==> src/rtl/pc_sequencer.sv <==
// pc_sequencer: fetch-address sequencer with boot hold, load-use stall and
// branch/jump redirect handling.
//
// Optional feature: define PC_SEQ_DELAY_SLOT_EN to give redirects a single
// delay slot. An accepted redirect then advances pc by 4, saves the target,
// and loads that target one cycle later instead of flushing IF/ID.
//
// Parameters:
//   RESET_PC     PC value loaded by reset.
//   BOOT_CYCLES  Cycles fetch is held after reset release (1..15).
//
// Ports:
//   clk            in   single clock, rising edge
//   rst_n          in   synchronous active-low reset
//   branch_taken   in   conditional-branch redirect request (from EX)
//   branch_target  in   branch destination, low two bits ignored
//   jump           in   unconditional jump redirect request (from ID)
//   jump_target    in   jump destination, low two bits ignored
//   stall          in   load-use hazard hold request
//   pc             out  registered fetch address
//   pc_src         out  source of the current pc: 0 seq, 1 branch, 2 jump, 3 hold
//   if_id_write    out  IF/ID pipeline register enable
//   if_id_flush    out  IF/ID pipeline register clear
//   busy           out  high while booting or sitting in the delay slot
module pc_sequencer #(
    parameter logic [31:0] RESET_PC    = 32'h0000_0000,
    parameter int unsigned BOOT_CYCLES = 2
) (
    input  logic        clk,
    input  logic        rst_n,
    input  logic        branch_taken,
    input  logic [31:0] branch_target,
    input  logic        jump,
    input  logic [31:0] jump_target,
    input  logic        stall,
    output logic [31:0] pc,
    output logic [1:0]  pc_src,
    output logic        if_id_write,
    output logic        if_id_flush,
    output logic        busy
);

    localparam logic [1:0] SrcSeq    = 2'd0;
    localparam logic [1:0] SrcBranch = 2'd1;
    localparam logic [1:0] SrcJump   = 2'd2;
    localparam logic [1:0] SrcHold   = 2'd3;

    localparam logic [3:0] BootLast = 4'(BOOT_CYCLES - 1);

`ifdef PC_SEQ_DELAY_SLOT_EN
    typedef enum logic [1:0] {StBoot, StRun, StStall, StDelay} state_e;
`else
    typedef enum logic [1:0] {StBoot, StRun, StStall} state_e;
`endif

    state_e      state_q, state_d;
    logic [3:0]  boot_cnt_q, boot_cnt_d;
    logic [31:0] pc_q, pc_d;
    logic [1:0]  pc_src_q, pc_src_d;
    logic        if_id_write_q, if_id_write_d;
    logic        if_id_flush_q, if_id_flush_d;
    logic        busy_q, busy_d;

`ifdef PC_SEQ_DELAY_SLOT_EN
    logic [31:0] saved_target_q, saved_target_d;
    logic [1:0]  saved_src_q, saved_src_d;
`endif

    logic [31:0] pc_seq;
    logic        redirect;
    logic [31:0] redirect_target;
    logic [1:0]  redirect_src;

    assign pc_seq = pc_q + 32'd4;

    // Branch beats stall; a jump is only honoured when no stall is pending.
    assign redirect        = branch_taken | (jump & ~stall);
    assign redirect_target = branch_taken ? {branch_target[31:2], 2'b00}
                                          : {jump_target[31:2], 2'b00};
    assign redirect_src    = branch_taken ? SrcBranch : SrcJump;

    always_comb begin
        state_d       = state_q;
        boot_cnt_d    = boot_cnt_q;
        pc_d          = pc_q;
        pc_src_d      = SrcHold;
        if_id_write_d = 1'b0;
        if_id_flush_d = 1'b0;
        busy_d        = 1'b0;
`ifdef PC_SEQ_DELAY_SLOT_EN
        saved_target_d = saved_target_q;
        saved_src_d    = saved_src_q;
`endif

        case (state_q)
            StBoot: begin
                // Redirects are ignored; pc stays put through the last boot edge.
                if (boot_cnt_q == BootLast) begin
                    state_d       = StRun;
                    if_id_write_d = 1'b1;
                end else begin
                    boot_cnt_d    = boot_cnt_q + 4'd1;
                    if_id_flush_d = 1'b1;
                    busy_d        = 1'b1;
                end
            end

            StRun, StStall: begin
                if (redirect) begin
`ifdef PC_SEQ_DELAY_SLOT_EN
                    pc_d           = pc_seq;
                    pc_src_d       = SrcSeq;
                    if_id_write_d  = 1'b1;
                    saved_target_d = redirect_target;
                    saved_src_d    = redirect_src;
                    busy_d         = 1'b1;
                    state_d        = StDelay;
`else
                    pc_d          = redirect_target;
                    pc_src_d      = redirect_src;
                    if_id_write_d = 1'b1;
                    if_id_flush_d = 1'b1;
                    state_d       = StRun;
`endif
                end else if (stall) begin
                    state_d = StStall;
                end else begin
                    pc_d          = pc_seq;
                    pc_src_d      = SrcSeq;
                    if_id_write_d = 1'b1;
                    state_d       = StRun;
                end
            end

`ifdef PC_SEQ_DELAY_SLOT_EN
            StDelay: begin
                // Stall freezes the slot; new redirects are dropped here.
                if (stall) begin
                    busy_d = 1'b1;
                end else begin
                    pc_d          = saved_target_q;
                    pc_src_d      = saved_src_q;
                    if_id_write_d = 1'b1;
                    state_d       = StRun;
                end
            end
`endif

            default: begin
                state_d    = StBoot;
                boot_cnt_d = 4'd0;
                busy_d     = 1'b1;
            end
        endcase
    end

    always_ff @(posedge clk) begin
        if (!rst_n) begin
            state_q       <= StBoot;
            boot_cnt_q    <= 4'd0;
            pc_q          <= RESET_PC;
            pc_src_q      <= SrcHold;
            if_id_write_q <= 1'b0;
            if_id_flush_q <= 1'b1;
            busy_q        <= 1'b1;
`ifdef PC_SEQ_DELAY_SLOT_EN
            saved_target_q <= 32'h0;
            saved_src_q    <= SrcSeq;
`endif
        end else begin
            state_q       <= state_d;
            boot_cnt_q    <= boot_cnt_d;
            pc_q          <= pc_d;
            pc_src_q      <= pc_src_d;
            if_id_write_q <= if_id_write_d;
            if_id_flush_q <= if_id_flush_d;
            busy_q        <= busy_d;
`ifdef PC_SEQ_DELAY_SLOT_EN
            saved_target_q <= saved_target_d;
            saved_src_q    <= saved_src_d;
`endif
        end
    end

    assign pc          = pc_q;
    assign pc_src      = pc_src_q;
    assign if_id_write = if_id_write_q;
    assign if_id_flush = if_id_flush_q;
    assign busy        = busy_q;

endmodule

==> config.mk <==
export PLATFORM = sky130hd
export DESIGN_NAME = pc_sequencer
export DESIGN_NICKNAME = d
export VERILOG_FILES = /design/src/rtl/pc_sequencer.sv
export SDC_FILE = /design/constraint.sdc
export NUM_CORES = 1
export LEC_CHECK = 0
export ABC_AREA = 1
export BUFFER_PORTS_ARGS = -buffer_cell sky130_fd_sc_hd__buf_2
export CAP_MARGIN = 20
export CORE_MARGIN = 10
export CORE_UTILIZATION = 35
export DETAILED_ROUTE_END_ITERATION = 10
export PLACE_DENSITY = 0.63
export SETUP_SLACK_MARGIN = 0.02
export SYNTH_ARGS = -nofsm -noshare
export SYNTH_HDL_FRONTEND = slang
export SYNTH_SLANG_ARGS = --single-unit
==> constraint.sdc <==
create_clock -name clk -period 1.8 [get_ports clk]
set_input_delay 0.36 -clock clk [delete_from_list [all_inputs] [get_ports clk]]
set_output_delay 0.36 -clock clk [all_outputs]
set_load 0.005 [all_outputs]
* Word level (Yosys, flattened, before mapping)
Index checks and enable logic that the tools add are counted.
** Word-level totals
- Bits in writable memories :: 0
- Register bits after elaboration :: 43
- Bits in read-only memories :: 0
- Word-level logic and storage cells :: 44
- Memories kept :: 0
- Bits in latches :: 0
** Operators by class
- Shift-type cells :: 0
- Add/subtract/negate cells :: 2
- Reductions and logical operators :: 5
- Multipliers :: 0
- Bitwise logic cells :: 4
- Equality and inequality tests :: 6
- Magnitude comparators :: 0
- Mux-type cells :: 20
- Div/mod/pow operators :: 0
** Operators by type and width (number)
- $mux W32 :: 3
- $add A32 B3 Y32 const B :: 1
- $mux W2 :: 6
- $pmux W4 S2 :: 1
- $pmux W1 S2 :: 3
- $reduce_and A2 Y1 :: 3
- $mux W1 :: 5
- $add A4 B1 Y4 const B :: 1
- $eq A4 B1 Y1 const B :: 1
- $mux W4 :: 1
- $ne A2 B2 Y1 const B :: 2
- $pmux W2 S2 :: 1
- $eq A2 B1 Y1 const B :: 1
- $eq A2 B2 Y1 const B :: 1
- $logic_not A2 Y1 :: 1
- $ne A2 B1 Y1 const B :: 1
- $not A1 Y1 :: 2
- $reduce_or A2 Y1 :: 1
- $and A1 B1 Y1 :: 1
- $or A1 B1 Y1 :: 1

* Depth between registers and ports, before layout
Gate-level depths: netlist (run 1).
- Word-level depth :: 5
- Depth in mapped cells :: 13
- Mapped depth without buffers :: 11

* Worst setup path after synthesis (run 1)
No wires, ideal clock.
- Kind :: register to register
- Start :: reg pc_q[3] (netlist: pc[3])
- End :: reg pc_q[26] (netlist: pc[26])
- Stages on the path, launching flop included :: 11
- Library setup time :: 0.132 ns
- Setup slack :: 0.383 ns
- Buffers on the path :: 0
- Required time :: 1.668 ns
- Arrival :: 1.285 ns
- Cells stage by stage :: dfxtp_1 -> ha_1 -> inv_1 -> nor2_8 -> nand2_2 -> nor2_4 -> nand2_1 -> nand2_1 -> nand3_1 -> nand2_1 -> a21oi_1
** Between the ends
- Word-level cells in the longest chain between the ends :: 3
** Ends and longest elaborated chain
- from (decl) :: line 58 : logic [31:0] pc_q, pc_d;
- from (signal assigned) :: line 173 : pc_q <= pc_d;
- $add A32 B3 Y32 :: line 74 : assign pc_seq = pc_q + 32'd4;
- $mux W32 :: line 125 : end else if (stall) begin
- $mux W32 :: line 109 : if (redirect) begin
No other way between the ends. The select of a mux whose other input is x is not followed.
A chain may end at the register's enable or synchronous reset.

* Final worst setup path (run 1)
- Start :: reg state_q[1]
- End :: reg pc_q[4] (netlist: pc[4])
** Between the ends
- Word-level cells in the longest chain between the ends :: 3
** Ends and longest elaborated chain
- from (decl) :: line 56 : state_e state_q, state_d;
- from (signal assigned) :: line 159 : state_q <= StBoot;
- from (signal assigned) :: line 171 : state_q <= state_d;
- $eq A2 B1 Y1 / $eq A2 B2 Y1 (equally long branches) :: line 95 : case (state_q)
- $reduce_or A2 Y1 * :: line 95
- $reduce_and A2 Y1 (no source line) *
Mark *: on every way between the ends. The rest lies on a longest branch, timed or not.

==> results_dict.tcl, run 1 <==
set metrics [dict create \
    status "finished clean" \
    drt.antenna.violating_nets 0 \
    grt_pass1_wl_mm 16.58 \
    finish.net_count 694 \
    period_needed_ns 1.603 \
    clock-root-buffer "clkbuf_8" \
    setup_viol 0 \
    fill_cells 939 \
    dieArea_sq_mm 0.01295 \
    syn_area_sq_mm 0.003080 \
    leakage_nw 1.698 \
    avgSynthCellArea_sq_um 5.856 \
    required_ns 2.03 \
    core_sq_mm 0.008636 \
    finalNonFillerCells 729 \
    initial_core_util_pct 35.67 \
    clk_pin_slew_ns 0.08 \
    fp-row-count 34 \
    drv_slew 0 \
    yosys.area.top_type "nand2_1" \
    max_stage_delay_ns 0.37 \
    ctsHoldBuffers 0 \
    antenna_found_initial 0 \
    drc 0 \
    grt_setup_unrepaired "no" \
    gp_congestion 0.8650 \
    vias 3516 \
    synth-seq-cells 41 \
    numCtsBuffers 5 \
    cap_violations 0 \
    fin_tns_setup_ns 0 \
    tritoncts "built" \
    seq_area_frac_synth_pct 26.65 \
    synthCells 526 \
    async_reset_ff_share_pct 0 \
    synth_top_area_share_pct 26.81 \
    ir_drop_mv 0.5844 \
    grt_pass1_vias 3587 \
    fin_skew_ns 0.01098 \
    die_x_microns 113.8 \
    track_usage_pct 15.05 \
    cts_buffer_depth 2 \
    clock.fmax_mhz 623.9 \
    crit_arrival_ns 1.83 \
    wl_mm 9.717 \
    finalCritPeriodShare_pct 89.04 \
    cts-htree-levels 2 \
    viasPerCell 4.823 \
    startpoint_type "flop" \
    drt_first_pass_iters 4 \
    worst_path_most_repeated_cell "a21oi_1" \
    io-pin-count 106 \
    worstSetupPathType "flop to flop" \
    path_cells "inv_1 > ha_2 > nand2_4 > inv_2 > buf_12 > o21ai_0 > a21oi_1 > a21oi_1 > nor2_1" \
    synth-main-ff-cell "dfxtp_1" \
    cts_setup_buffers 0 \
    place_hpwl_mm 7.722 \
    cpLargestDelayFamily "adder cells" \
    synth-edff-count 0 \
    cp_max_fo 25 \
    critPathCaptureType "flop" \
    cpMaxStageDelayCell "ha_2" \
    ys_types 36 \
    p_per_area_mw_per_mm2 943.7 \
    final_hold_viol_count 0 \
    drive_gt1_share_pct 23.67 \
    hold_path_class "input pin to flop" \
    num_antenna_cells 0 \
    drt_iter0_drc 230 \
    io_buffers 99 \
    wire_per_inst_microns 13.33 \
    yosys_warnings 0 \
    total_power_mw 3.575 \
    grt_max_degree 33 \
    fp.dieH_microns 113.8 \
    hold_ws_ns 0.3264 \
    area_growth_pct 22.99 \
    insertion_delay_ns 0.29 \
    cp.buffers_inverters 3 \
    synth.area.top_cells "nand2_1 27%, dfxtp_1 27%, a21oi_1 6.2%" \
    grt_overflow 0 \
    cts_num_sinks 41 \
    placed_cells 721 \
]
-- power breakdown --
group	leakage (nW)	switching [mW]	internal, mW
Combinational	1.32	0.909	0.660
Clock	0.0395	0.328	0.277
Sequential	0.335	0.264	1.14
Total	1.70	1.50	2.07
-- metal layers --
layer  share of wire [%]  up-vias  GRT usage [%]
li1                    -     1854              -
met4                0.66        0          2.757
met2                  47      101          26.16
met3                 8.7        8          5.249
met5                   0        -              0
met1                  43     1553          17.56
-- kinds of logic after synthesis --
kind of cell | Yosys count | synth area share [%]
multiplexers | 2 | 0.6499
AND/OR/NAND/NOR | 326 | 45.37
buffers and inverters | 65 | 9.301
other | 1 | 0.1217
flip-flops | 41 | 26.65
adder cells (fa/ha/maj) | 5 | 2.031
XOR/XNOR | 4 | 1.137
AO/OA/AOI/OAI | 82 | 14.74
-- cells in the mapped netlist, types with 2 or more instances --
master / n
nor2_4: 7
buf_6: 2
o211ai_1: 3
nand2_1: 220
xor2_1: 4
buf_4: 3
nor2_2: 4
nor2_1: 42
a21oi_1: 38
ha_1: 5
o21ai_0: 19
and2_1: 3
nand2_2: 11
inv_1: 35
nand3_1: 33
mux2i_1: 2
buf_2: 11
inv_2: 5
clkbuf_1: 6
a31oi_1: 14
dfxtp_1: 41
o21ai_1: 4
-- state kept, by name, indices dropped and copies added (netlist names) --
| signal | count |
|---|---|
| boot_cnt_q | 4 |
| busy | 1 |
| if_id_flush | 1 |
| if_id_write | 1 |
| pc | 30 |
| pc_src | 2 |
| state_q | 2 |
-- area by class of cell --
type                            count  area, sq um  share of cell area, %
Tap cell                          108        135.1                  3.567
Inverter                           42        160.2                  4.227
Multi-Input combinational cell    421         1984                  52.38
Clock buffer                        8        80.08                  2.114
Sequential cell                    41        820.8                  21.66
Timing Repair Buffer              109        608.1                  16.05
-- worst register-to-register path, stage by stage, from the launching register on --
cell and delay [ns]:
dfxtp_1 0.35, inv_1 0.05, ha_2 0.37, nand2_4 0.12
inv_2 0.13, buf_12 0.16, o21ai_0 0.10, a21oi_1 0.12
a21oi_1 0.05, nor2_1 0.09
-- what timing repair did --
item / in CTS / in global routing
resized for setup: 0 / 2
setup endpoints to repair: 0 / 3
endpoints found under the hold margin: 0 / 0
-- worst paths after layout --
check	slack [ns]	from	depth (start not counted)	to
worst max-delay path	0.20	state_q[1]	9	pc[4]
worst max register to register	0.20	state_q[1]	9	pc[4]
worst min-delay path	0.33	rst_n	2	if_id_flush
worst min register to register	0.48	boot_cnt_q[3]	2	boot_cnt_q[3]
-- through the flow --
step	instance area (sq um)	utilization, %	setup slack [ns]
after floorplan	3084	-	0.3831
after detailed placement	3701	42.86	0.1170
after CTS	3781	43.78	0.1188
final	3789	43.87	0.1973
after global routing	3789	43.87	0.03712
after global placement	3701	42.86	0.1610
-- cells in the final DEF, fill, tap and decap left out, types with 2 or more instances in the layout --
| cell type | count |
|---|---|
| o21ai_1 | 4 |
| nor2_4 | 7 |
| nand2_2 | 10 |
| xor2_1 | 4 |
| nor2_2 | 4 |
| buf_4 | 7 |
| clkbuf_8 | 5 |
| buf_2 | 99 |
| ha_1 | 4 |
| dfxtp_1 | 41 |
| a21oi_1 | 38 |
| buf_12 | 3 |
| mux2i_1 | 2 |
| inv_1 | 35 |
| nor2_1 | 42 |
| nand2_1 | 220 |
| a31oi_1 | 14 |
| clkbuf_1 | 3 |
| and2_1 | 3 |
| conb_1 | 2 |
| nand3_1 | 33 |
| inv_2 | 5 |
| o211ai_1 | 3 |
| o21ai_0 | 19 |
| nand2_4 | 2 |
Power figures use the tool's default switching activity.
==> run 2, diff against run 1 <==
- CORE_UTILIZATION: 35 -> 25
- PLACE_DENSITY: 0.63 -> 0.5
==> run 2 against run 1 <==
Compared with the run above:
- fmax is 0.46% lower
- wire length is 10% higher
- combinational power hardly changed
- largest cell class unchanged
- first-iteration DRC count is 51% lower
- sequential cell count stayed put
- die area is 32% higher
- register-to-register slack hardly changed
- total power is 14% higher
- count of clock-buffer cells in the layout is 2 lower
==> results_dict.tcl, run 2 (synthesized netlist as in run 1, its figures left out) <==
set metrics [dict create \
    status "finished clean" \
    worstSetupPathType "flop to flop" \
    grt_overflow 0 \
    core_sq_mm 0.01206 \
    die_x_microns 131.0 \
    wl_mm 10.72 \
    post-place-ws_ns 0.1616 \
    drt_first_pass_iters 4 \
    setup_viol 0 \
    tritoncts "built" \
    viasPerCell 4.369 \
    gp_congestion 0.8916 \
    io_buffers 99 \
    vias 3456 \
    cts-htree-levels 2 \
    area_growth_pct 28.55 \
    worst_path_most_repeated_cell "nand2_1" \
    path_cells "ha_1 > inv_1 > nor2_8 > nand2_2 > nor2_4 > nand2_1 > nand2_1 > nand3_1 > nand2_1 > a21oi_1" \
    final_hold_viol_count 0 \
    max_stage_delay_ns 0.39 \
    period_needed_ns 1.610 \
    cts_num_sinks 41 \
    drt_iter0_drc 113 \
    cts_buffer_depth 2 \
    track_usage_pct 12.44 \
    cpLargestDelayFamily "simple AND/OR/NAND/NOR gates" \
    fin_skew_ns 0.005775 \
    grt_setup_unrepaired "no" \
    postPlaceCellArea_sq_mm 0.003779 \
    drc 0 \
    wire_per_inst_microns 13.55 \
    crit_start "pc[3]" \
    total_power_mw 4.072 \
    num_antenna_cells 0 \
    critPathCaptureType "flop" \
    fp-row-count 40 \
    startpoint_type "flop" \
    placed_cells 783 \
    r2r_end "pc[26]" \
    clock.fmax_mhz 621.1 \
    p_per_area_mw_per_mm2 1028 \
    seq_area_sq_um 820.8 \
    drive_gt1_share_pct 24.24 \
    ir_drop_mv 0.4906 \
    reg2reg_from "pc[3]" \
    grt_max_degree 34 \
    clock-root-buffer "clkbuf_16" \
    cpMaxStageDelayCell "dfxtp_1" \
    numCtsBuffers 5 \
    drt.antenna.violating_nets 0 \
    crit_arrival_ns 1.78 \
    ctsHoldBuffers 0 \
    finalNonFillerCells 791 \
    largest_reg_flops 30 \
    insertion_delay_ns 0.28 \
    fin_area_sq_mm 0.003960 \
    whs_path_depth 2 \
    multi_input_area_sq_mm 0.001982 \
    fp.dieH_microns 131.0 \
    cap_violations 0 \
    grt_pass1_wl_mm 17.35 \
    finalCritPeriodShare_pct 89.45 \
    path_depth 10 \
    cp.buffers_inverters 1 \
    drv_slew 0 \
    layout_commonest_cell "nand2_1" \
    io-pin-count 106 \
    dieArea_sq_mm 0.01716 \
    final_cell_mix "220 x nand2_1, 99 x buf_2, 42 x nor2_1" \
    hold_path_class "input pin to flop" \
    r2r_slack_ns 0.19 \
    cp_max_fo 5 \
    reg2regPathDepth 10 \
    holdPathEnd "if_id_flush" \
    finish.net_count 696 \
    fin_tns_setup_ns 0 \
    hold_start "rst_n" \
    fill_cells 1369 \
    setup_slack_ns 0.1899 \
    antenna_found_initial 0 \
    clk_pin_slew_ns 0.07 \
    leakage_nw 1.749 \
    initial_core_util_pct 25.54 \
    grt_pass1_vias 3588 \
    place_hpwl_mm 8.496 \
    required_ns 1.97 \
]
run 2: changes by cell type in the layout (fill, tap and decap cells not counted), sizes merged:
cell and change:
buf +2, clkinvlp +1, bufinv +1, clkbuf -2
run 2: power breakdown:
part / total, mW / switching, mW / internal (mW)
Clock: 1.09 / 0.395 / 0.693
Combinational: 1.57 / 0.935 / 0.639
Sequential: 1.41 / 0.269 / 1.14
run 2: area by class of cell:
cell class	instances	area share [%]
multi-input cells	421	50.05
flip-flops and latches	41	20.73
repair buffers	111	15.42
well taps	168	5.308
inverters	42	4.044
clock buffers	6	3.507
clock inverters	2	0.9479
run 2: stage by stage:
step / hold slack [ns] / utilization, %
2_1_floorplan: 0.4289 / -
3_3_place_gp: 0.4565 / 31.33
3_5_place_dp: 0.4659 / 31.33
4_1_cts: 0.3118 / 32.79
5_1_grt: 0.3276 / 32.83
6_report: 0.3221 / 32.83
run 2: what timing repair did:
item,in CTS,in global routing
resized for setup,0,1
endpoints found under the hold margin,0,0
endpoints found under the setup margin,0,2
setup buffers,0,0
run 2: worst max-delay path by stage:
stage                  end  slack (ns)
floorplan           pc[26]        0.38
global route        pc[17]        0.08
global placement     pc[8]        0.20
finish              pc[26]        0.19
detailed placement   pc[6]        0.16
CTS                  pc[6]        0.15
run 2: metal layers:
metal	GRT usage (%)	vias to the layer above	wire, microns
met4	3.270	0	110
li1	-	1865	-
met5	0	-	0
met3	3.143	8	758
met2	21.25	84	4898
met1	15.17	1499	4955
==> run 3, diff against run 2 <==
--- a/config.mk
+++ b/config.mk
@@ -12,6 +12,6 @@
 export CORE_UTILIZATION = 25
 export DETAILED_ROUTE_END_ITERATION = 10
-export PLACE_DENSITY = 0.5
-export SETUP_SLACK_MARGIN = 0.02
+export PLACE_DENSITY = 0.51
+export SETUP_SLACK_MARGIN = 0.4
 export SYNTH_ARGS = -nofsm -noshare
 export SYNTH_HDL_FRONTEND = slang
==> constraint.sdc (replaced) <==
create_clock -name clk -period 1.4 [get_ports clk]
set_input_delay 0.07 -clock clk [delete_from_list [all_inputs] [get_ports clk]]
set_output_delay 0.07 -clock clk [all_outputs]
set_load 0.005 [all_outputs]
==> run 3 against run 2 <==
Compared with the run above:
- wire length grew 13%
- the flow now finishes with violations (negative setup slack)
- core utilization increased by 7.3 points
- critical path type unchanged
- largest power group unchanged
- non-clock buffer count is 44 higher
- cell count rose by 5.9%
- total power rose by 64%
- die area unchanged
- worst hold slack lost 0.28 ns
==> results_dict.tcl, run 3 (synthesized netlist as in run 1, its figures left out) <==
set metrics [dict create \
    status "finished, violations left" \
    failed_checks "negative setup slack" \
    cts_buffer_depth 2 \
    largest_reg_flops 30 \
    multi_input_area_sq_mm 0.002364 \
    grt_overflow 0 \
    initial_core_util_pct 25.54 \
    ir_drop_mv 0.7170 \
    cap_violations 0 \
    numCtsBuffers 5 \
    fin_area_sq_mm 0.004846 \
    hold_start "stall" \
    grt_max_degree 36 \
    cpMaxStageDelayCell "dfxtp_4" \
    area_growth_pct 57.31 \
    post-place-ws_ns -0.03329 \
    clock-root-buffer "clkbuf_16" \
    fill_cells 1262 \
    setup_slack_ns -0.04368 \
    postPlaceCellArea_sq_mm 0.004048 \
    p_per_area_mw_per_mm2 1381 \
    placed_cells 804 \
    max_stage_delay_ns 0.38 \
    num_antenna_cells 0 \
    wl_mm 12.15 \
    critPathCaptureType "flop" \
    drc 0 \
    seq_area_sq_um 875.8 \
    leakage_nw 2.117 \
    drive_gt1_share_pct 46.12 \
    place_hpwl_mm 8.926 \
    clk_pin_slew_ns 0.07 \
    startpoint_type "flop" \
    period_needed_ns 1.444 \
    io-pin-count 106 \
    core_sq_mm 0.01206 \
    viasPerCell 4.537 \
    worstSetupPathType "flop to flop" \
    vias 3802 \
    antenna_found_initial 0 \
    total_power_mw 6.693 \
    drt_first_pass_iters 4 \
    finish.net_count 743 \
    finalCritPeriodShare_pct 103.1 \
    grt_setup_unrepaired "yes" \
    wl_met3_microns 841 \
    met2_length_mm 5.700 \
    ctsHoldBuffers 0 \
    final_hold_viol_count 0 \
    drv_slew 0 \
    crit_start "pc[4]" \
    crit_arrival_ns 1.62 \
    cts-htree-levels 2 \
    cts_num_sinks 41 \
    drt_iter0_drc 215 \
    worst_path_most_repeated_cell "nand2_1" \
    wire_per_inst_microns 14.50 \
    gp_congestion 0.8773 \
    fin_skew_ns 0.007152 \
    grt_pass1_wl_mm 18.78 \
    die_x_microns 131.0 \
    fp.dieH_microns 131.0 \
    cp_max_fo 5 \
    wl_met1_mm 5.502 \
    reg2reg_from "pc[4]" \
    tritoncts "built" \
    fp-row-count 40 \
    final_cell_mix "204 x nand2_1, 99 x buf_2, 44 x buf_4" \
    utilization_pct 40.18 \
    insertion_delay_ns 0.29 \
    track_usage_pct 13.71 \
    dieArea_sq_mm 0.01716 \
    path_cells "nand2_2 > nor2_4 > nand2_4 > nor2_4 > nand2_1 > nand2_1 > nand3_2 > nand2_1 > a21oi_1" \
    layout_commonest_cell "nand2_1" \
    clock.fmax_mhz 692.7 \
    required_ns 1.58 \
    highest_layer "met4" \
    grt_pass1_vias 3751 \
    drt.antenna.violating_nets 0 \
    io_buffers 99 \
    setup_viol 6 \
    finalNonFillerCells 838 \
    hold_path_class "input pin to flop" \
]
[run 3: metrics by stage]
stage                     hold slack (ns)   TNS [ns]
after floorplan                    0.1389          0
after global placement             0.3128          0
after detailed placement           0.3225   -0.06271
after CTS                         0.03452  -0.001926
after global routing              0.05527     -1.419
final                             0.04117   -0.09413
[run 3: final timing paths]
check                           depth (start not counted)  slack (ns)            end
worst max-delay path                                    9       -0.04         pc[27]
worst min register to register                          2        0.47  boot_cnt_q[3]
worst max register to register                          9       -0.04         pc[27]
worst min-delay path                                    3        0.04      pc_src[0]
[run 3: report_power, final]
group / switching, mW / internal, mW
clock network: 0.522 / 0.820
registers: 0.337 / 1.53
logic: 1.86 / 1.63
[run 3: final cells by class]
class	count	share of cell area, %
multi-input cells	422	48.77
repair buffers	155	20.89
flip-flops and latches	41	18.07
well taps	168	4.338
inverters	42	3.718
clock buffers	7	3.382
repair inverters	2	0.6713
clock inverters	1	0.1549
[run 3: routing by layer]
layer / global-route usage [%] / vias up
li1: - / 1965
met1: 16.85 / 1743
met2: 23.57 / 85
met3: 3.465 / 9
met4: 2.943 / 0
met5: 0 / -
[run 3: what timing repair did]
item                                    4_1_cts  5_1_grt
endpoints found under the setup margin       41       49
pin swaps                                    22       20
setup buffers                                12       10
resized for setup                            54       62
gates cloned                                  4        0
[run 3: worst max-delay path: cells and delay by family (launching register included)]
family | cells | cell delay (ns)
AND/OR/NAND/NOR | 8 | 0.89
flip-flops | 1 | 0.38
AO/OA/AOI/OAI | 1 | 0.05
